--- src/rtl/multicycle_control.sv ---
// Sequencing controller for the multi-cycle RISC-V core: steps the shared
// datapath one state per clock, runs the memory handshake and counts retirements.
module multicycle_control #(
  parameter int INSTRET_WIDTH = 32
) (
  input  logic                     CLK,
  input  logic                     Reset,
  input  logic [6:0]               Opcode,
  input  logic [2:0]               Funct3,
  input  logic [2:0]               ALUCompareResult,
  input  logic                     MemReady,
  output logic                     MemReq,
  output logic                     MemWrite,
  output logic                     AdrSrc,
  output logic                     IRWrite,
  output logic                     PCWrite,
  output logic                     RegWrite,
  output logic [1:0]               ResultSrc,
  output logic [1:0]               ALUSrcA,
  output logic [1:0]               ALUSrcB,
  output logic [1:0]               ALUOp,
  output logic                     Retire,
  output logic                     Halted,
  output logic [INSTRET_WIDTH-1:0] InstRet
);

  localparam logic [6:0] OP_LOAD   = 7'b0000011;
  localparam logic [6:0] OP_STORE  = 7'b0100011;
  localparam logic [6:0] OP_RTYPE  = 7'b0110011;
  localparam logic [6:0] OP_ITYPE  = 7'b0010011;
  localparam logic [6:0] OP_BRANCH = 7'b1100011;
  localparam logic [6:0] OP_JAL    = 7'b1101111;
  localparam logic [6:0] OP_JALR   = 7'b1100111;
  localparam logic [6:0] OP_LUI    = 7'b0110111;
  localparam logic [6:0] OP_AUIPC  = 7'b0010111;

  typedef enum logic [3:0] {
    BOOT, FETCH, DECODE, MEMADR, MEMREAD, MEMWB, MEMWRITE, EXECR,
    EXECI, ALUWB, BRANCH, JAL, JALR, JALRPC, UPPER, TRAP
  } stateT;

  stateT state;
  stateT nextState;
  logic  branchTaken;
  logic  branchLegal;
  logic [INSTRET_WIDTH-1:0] instRetQ;

  // State register; reset drops straight back to BOOT, abandoning any access.
  always_ff @(posedge CLK or negedge Reset) begin
    if (!Reset) begin
      state <= BOOT;
    end else begin
      state <= nextState;
    end
  end

  // Branch condition from funct3; 010/011 are not branch encodings.
  always_comb begin
    branchTaken = 1'b0;
    branchLegal = 1'b1;
    case (Funct3)
      3'b000:  branchTaken =  ALUCompareResult[0];
      3'b001:  branchTaken = !ALUCompareResult[0];
      3'b100:  branchTaken =  ALUCompareResult[1];
      3'b101:  branchTaken = !ALUCompareResult[1];
      3'b110:  branchTaken =  ALUCompareResult[2];
      3'b111:  branchTaken = !ALUCompareResult[2];
      default: branchLegal = 1'b0;
    endcase
  end

  always_comb begin
    nextState = state;
    case (state)
      BOOT:     nextState = FETCH;
      FETCH:    if (MemReady) nextState = DECODE;
      DECODE: begin
        case (Opcode)
          OP_LOAD, OP_STORE: nextState = MEMADR;
          OP_RTYPE:          nextState = EXECR;
          OP_ITYPE:          nextState = EXECI;
          OP_BRANCH:         nextState = BRANCH;
          OP_JAL:            nextState = JAL;
          OP_JALR:           nextState = JALR;
          OP_LUI, OP_AUIPC:  nextState = UPPER;
          default:           nextState = TRAP;
        endcase
      end
      MEMADR:   nextState = (Opcode == OP_STORE) ? MEMWRITE : MEMREAD;
      MEMREAD:  if (MemReady) nextState = MEMWB;
      MEMWB:    nextState = FETCH;
      MEMWRITE: if (MemReady) nextState = FETCH;
      EXECR:    nextState = ALUWB;
      EXECI:    nextState = ALUWB;
      ALUWB:    nextState = FETCH;
      BRANCH:   nextState = branchLegal ? FETCH : TRAP;
      JAL:      nextState = ALUWB;
      JALR:     nextState = JALRPC;
      JALRPC:   nextState = ALUWB;
      UPPER:    nextState = ALUWB;
      TRAP:     nextState = TRAP;
      default:  nextState = BOOT;
    endcase
  end

  // Outputs are decoded from state; only the fetch strobes, store retire and
  // branch PC write also look at this cycle's handshake / compare inputs.
  always_comb begin
    MemReq    = 1'b0;
    MemWrite  = 1'b0;
    AdrSrc    = 1'b0;
    IRWrite   = 1'b0;
    PCWrite   = 1'b0;
    RegWrite  = 1'b0;
    ResultSrc = 2'b00;
    ALUSrcA   = 2'b00;
    ALUSrcB   = 2'b00;
    ALUOp     = 2'b00;
    Retire    = 1'b0;
    Halted    = 1'b0;
    case (state)
      FETCH: begin
        MemReq    = 1'b1;
        ALUSrcB   = 2'b10;
        ResultSrc = 2'b10;
        IRWrite   = MemReady;
        PCWrite   = MemReady;
      end
      DECODE: begin
        ALUSrcA = 2'b01;
        ALUSrcB = 2'b01;
      end
      MEMADR: begin
        ALUSrcA = 2'b10;
        ALUSrcB = 2'b01;
      end
      MEMREAD: begin
        MemReq = 1'b1;
        AdrSrc = 1'b1;
      end
      MEMWB: begin
        ResultSrc = 2'b01;
        RegWrite  = 1'b1;
        Retire    = 1'b1;
      end
      MEMWRITE: begin
        MemReq   = 1'b1;
        MemWrite = 1'b1;
        AdrSrc   = 1'b1;
        Retire   = MemReady;
      end
      EXECR: begin
        ALUSrcA = 2'b10;
        ALUOp   = 2'b10;
      end
      EXECI: begin
        ALUSrcA = 2'b10;
        ALUSrcB = 2'b01;
        ALUOp   = 2'b10;
      end
      ALUWB: begin
        RegWrite = 1'b1;
        Retire   = 1'b1;
      end
      BRANCH: begin
        ALUSrcA = 2'b10;
        ALUOp   = 2'b01;
        PCWrite = branchLegal && branchTaken;
        Retire  = branchLegal;
      end
      JAL, JALRPC: begin
        PCWrite = 1'b1;
        ALUSrcA = 2'b01;
        ALUSrcB = 2'b10;
      end
      JALR: begin
        ALUSrcA = 2'b10;
        ALUSrcB = 2'b01;
      end
      UPPER: begin
        ALUSrcA = (Opcode == OP_LUI) ? 2'b11 : 2'b01;
        ALUSrcB = 2'b01;
      end
      TRAP:    Halted = 1'b1;
      default: ;
    endcase
  end

  always_ff @(posedge CLK or negedge Reset) begin
    if (!Reset) begin
      instRetQ <= '0;
    end else if (Retire) begin
      instRetQ <= instRetQ + 1'b1;
    end
  end

  assign InstRet = instRetQ;

endmodule

--- config.mk ---
export PLATFORM = sky130hd
export DESIGN_NAME = multicycle_control
export DESIGN_NICKNAME = d
export VERILOG_FILES = /design/src/rtl/multicycle_control.sv
export SDC_FILE = /design/constraint.sdc
export NUM_CORES = 1
export LEC_CHECK = 0
export CORE_ASPECT_RATIO = 0.8
export CORE_UTILIZATION = 25
export DETAILED_ROUTE_END_ITERATION = 16
export PLACE_DENSITY = 0.59
export SYNTH_ARGS = -nofsm -noshare
export SYNTH_HDL_FRONTEND = slang
export SYNTH_SLANG_ARGS = --single-unit
--- constraint.sdc ---
create_clock -name CLK -period 2.05 [get_ports CLK]
set_input_delay 0.205 -clock CLK [delete_from_list [all_inputs] [get_ports CLK]]
set_output_delay 0.205 -clock CLK [all_outputs]
set_load 0.02 [all_outputs]
Word-level counts from Yosys, hierarchy flattened --
Cells that the tools add are included.
Word-level totals: output and inout port bits 48, logic and storage cells 78, input port bits 16, register bits 36
Cells by class: multiplexer cells 22, equality and inequality tests 32, $add $sub $neg 1, reductions and logical operators 21
Operator list (number):
- $pmux 4 s10 | 1
- $add 32x1->32 const B | 1
- $eq 4x4->1 const B | 8
- $pmux 4 s7 | 1
- $eq 7x6->1 const B | 3
- $eq 7x7->1 const B | 3
- $eq 4x3->1 const B | 4
- $mux 4 | 4
- $reduce_or 5->1 | 3
- $eq 7x5->1 const B | 2
- $eq 3x3->1 const B | 4
- $pmux 2 s2 | 3
- $reduce_or 2->1 | 6
- $reduce_or 3->1 | 4
- $eq 4x2->1 const B | 2
- $eq 7x2->1 const B | 1
- $mux 1 | 7
- $ne 2x2->1 const B | 3
- $pmux 1 s3 | 2
- $pmux 1 s6 | 1
- $pmux 2 s3 | 1
- $reduce_or 6->1 | 1
- $eq 4x1->1 const B | 1
- $logic_not 4->1 | 1
- other kinds (6) | 9

Logic depth before layout (Yosys ltp) --
depth after elaboration 5, mapped depth 8, depth with buffers taken out 5

Worst setup path after synthesis --
Ideal clock, no wire load.
path type reg-to-output, start point reg state[2], end point out PCWrite, stages on the path, launching flop included 8, path buffers 2, data required time 1845 ps, path slack 12 ps, arrival 1833 ps, path through dfrtp_1 clkbuf_1 or2_2 clkbuf_1 nor2_1 and2_1 a31oi_1 nand2_1
Between the ends: cells in the longest elaborated chain, start to end 3
Ends and longest elaborated chain:
- start: declaration | line 42 | stateT state;
- start signal: assignment | line 53 | state <= nextState;
- $eq 4x4->1 | line 121 | case (state)
- $reduce_or 2->1 | line 121
- $pmux 1 s3 * | line 121
- end: declaration | line 16 | output logic PCWrite,
Mark *: on every way between the ends. The rest lies on a longest branch, timed or not.

Final worst setup path --
start point reg state[2], end point out ALUOp[1]
Between the ends: cells in the longest elaborated chain, start to end 3
Ends and longest elaborated chain:
- $eq 4x4->1 / $eq 4x3->1 (equally long branches) | line 121
- $reduce_or 2->1 (no source line)
- $pmux 2 s2 * | line 121
- end: declaration | line 21 | output logic [1:0] ALUOp,
Marked as above.

==> metrics.yaml <==
setup_path:
  startpoint_type: "flip-flop"
  critPathTopFamily: "buffers and inverters"
  cp_cell_sequence: "buf_4 > nand2b_1 > o22ai_1 > dlygate4sd2_1"
  path_max_fanout: 5
  critical_path_buf_inv_count: 2
  worst-endpoint-required_ps: 1850
  slowest_stage: "dfrtp_1"
  path_class: "reg -> out"
  crit_arrival_ps: 1760
  max_stage_delay_ps: 460
  end_kind: "primary output"
  rr_worst_depth: 7
  path_depth: 4
finish:
  utilization: 0.401
  syn_to_final_growth_pct: 52.5
  n_antenna_cell: 0
  final_area_um2: 3240
  drive_above_1_share: 0.209
  fin_nets: 342
  fillers: 826
floorplanning:
  core-area_um2: 8090
  die_w_um: 105
  io_pins: 64
  initial_core_util: 0.263
  core.rowCount: 29
  die-height_um: 84.5
  dieArea_um2: 8880
timing:
  timing.final.ws_setup_ps: 87.1
  relSlewSlack: 0.448
  fin_setup_tns_ps: 0
  finClkSkew_ps: 7.70
  slew_viol_final: 0
  post-route-period-util: 0.958
  fin_crit_ps: 1960
  fmax_mhz: 509
  finalSetupViolations: 0
  rsz0062_at_grt: "no"
  hold_viol: 0
  worst_pin_slew_ps: 829
placed_design:
  globalplace.congestion: 0.805
  hpwl_mm: 4.38
  io_buffers: 63
  place_area_um2: 3140
  place_ws_ps: -407
global_routing:
  track_usage: 0.142
  grt_pass1_vias: 2045
  grt_max_degree: 37
  grt_pass1_wl_mm: 10.1
  grt_antenna_before_repair: 0
  gr-total-overflow: 0
yosys:
  synth.cell_area_um2: 2130
  ys_warn_count: 0
  yosysSeqAreaShare: 0.424
  synth-xor-area-share: 0.140
  synth-seq-cells: 36
  async_flop_share: 1.00
  synth-edff-count: 0
  netlist_instances: 226
  yosysTopAreaCell: "dfrtp_1"
  synthSimpleGateAreaFrac: 0.268
  ys.flop_type: "dfrtp_1"
  yosys.cell_types.count: 46
  synth_top_family_by_area: "simple AND/OR/NAND/NOR gates"
  netlist_top_cells_count: "dfrtp_1, xnor2_1, nand3_1"
  synth_mux_area_frac: 0.0147
  synth_area_leaders: "dfrtp_1, xnor2_1, nand3_1"
  yosysTopAreaCellShare: 0.424
  syn-num-nets: 243
  yosys.area_share.adder: 0.00588
  synthesis.area_per_instance_um2: 9.41
  synth_compound_area_frac: 0.115
  yosysMostFrequentCell: "dfrtp_1"
clock_network:
  clk_latency_ps: 290
  post_cts_buffers: 0
  cts.sinks: 36
  clkTransAtPathRegs_ps: 80
  clockBufferDepth: 2
  htreeDepth: 2
  tritoncts: "yes"
  cts_made_buffers: 5
  cts-root-buf: "clkbuf_8"
flow_run:
  drv_cap: 0
min_path:
  hp-class: "in -> async"
routing:
  wl_met2_mm: 2.59
  vias: 2066
  wl_met1_mm: 2.91
  route.met3.wl_um: 223
  route.detailed.drc: 0
  top_layer: "met4"
  drt-total-wl_mm: 5.79
  drt-pass1-iter-count: 4
  drtIter0Drc: 92
  drtAntennaViolNets: 0
  routedWlPerCell_um: 13.3
  via_per_inst: 4.76
power:
  p_total_uw: 3140
  p_leak_uw: 0.00138
  power_per_cell_area_nw_per_um2: 968
  ir_drop_mv: 0.523
run_status:
  status: "finished clean"
==> metrics by stage <==
step,hold WS [ps],instances
2_1_floorplan,-90.6,226
3_3_place_gp,359,426
3_5_place_dp,364,426
4_1_cts,38.4,434
5_1_grt,77.1,434
6_report,5.06,434
==> cells in the final DEF (no fill, tap or decap), types with 2 or more instances in the layout <==
master           Yosys  layout
clkdlybuf4s50_1      0      45
buf_4                0      40
dfrtp_1             36      34
xnor2_1             30      30
nand3_1             21      21
nand2_1             17      17
nor2_1              12      12
nand4_1             11      11
dlygate4sd2_1        0      11
a21oi_1             10      10
nand2b_1             9       8
o22ai_1              7       6
a31oi_1              5       5
o21ai_0              6       5
nor3_1               5       5
clkbuf_8             0       5
xor2_1               4       4
nor2b_1              4       4
and3_1               4       4
or2_2                3       3
inv_1                3       3
o211ai_1             3       3
mux2i_1              2       2
nor4_1               2       2
dlymetal6s2s_1       0       2
clkbuf_2             1       2
dfrtp_2              0       2
==> report_power, final <==
group | internal (uW) | switching [uW] | total [uW]
logic | 762 | 831 | 1590
clock network | 360 | 270 | 630
registers | 792 | 124 | 915
==> sequential cells by signal (all words and copies together) (netlist names) <==
| name | count |
|---|---|
| state | 4 |
| InstRet | 32 |
==> logic make-up (layout without fill, tap and decap cells) <==
group                      after synthesis  in the layout
and+or+nand+nor                        100            100
AOI/OAI and AO/OA                       38             38
DFF                                     36             36
xor gates and xnor gates                34             34
buffers and inverters                   14            114
muxes                                    3              3
adders and majority gates                1              1
==> path summary, 6_finish.rpt <==
| kind | from | end | slack, ps |
|---|---|---|---|
| max | state[2]$_DFFE_PN0P_ | ALUOp[1] | 90 |
| min | Reset | InstRet[6]$_DFFE_PN0P_ | 5 |
| max reg2reg | state[3]$_DFFE_PN0P_ | InstRet[11]$_DFFE_PN0P_ | 140 |
| min reg2reg | InstRet[15]$_DFFE_PN0P_ | InstRet[15]$_DFFE_PN0P_ | 490 |
| max in group asynchronous | Reset | state[1]$_DFFE_PN0P_ | 1480 |
| min in group CLK | InstRet[15]$_DFFE_PN0P_ | InstRet[15]$_DFFE_PN0P_ | 490 |
==> worst register-to-register path, delay by kind of cell, from the launching register on <==
kind,cells,cell delay (ps)
AOI/OAI and AO/OA,1,170
DFF,1,420
buffers and inverters,2,350
xor gates and xnor gates,1,140
and+or+nand+nor,3,700
==> layout make-up <==
cell class,count,area (um^2),area share
Tap cell,108,135,0.0417
Inverter,3,11.3,0.00347
Multi-Input combinational cell,176,1160,0.359
Clock inverter,3,42.5,0.0131
Sequential cell,36,903,0.279
Timing Repair Buffer,103,917,0.283
Clock buffer,5,68.8,0.0212
==> layer usage <==
metal  vias up  global-route usage
met3         7              0.0264
met5         -                   0
li1       1009                   -
met4         0              0.0346
met2        48               0.217
met1      1002               0.207
==> repair_timing <==
action,in CTS,in global routing
hold buffers,0,0
gates resized for setup,20,11
endpoints found under the setup margin,16,9
pin swaps,0,0
(Power assumes the default switching activity.)
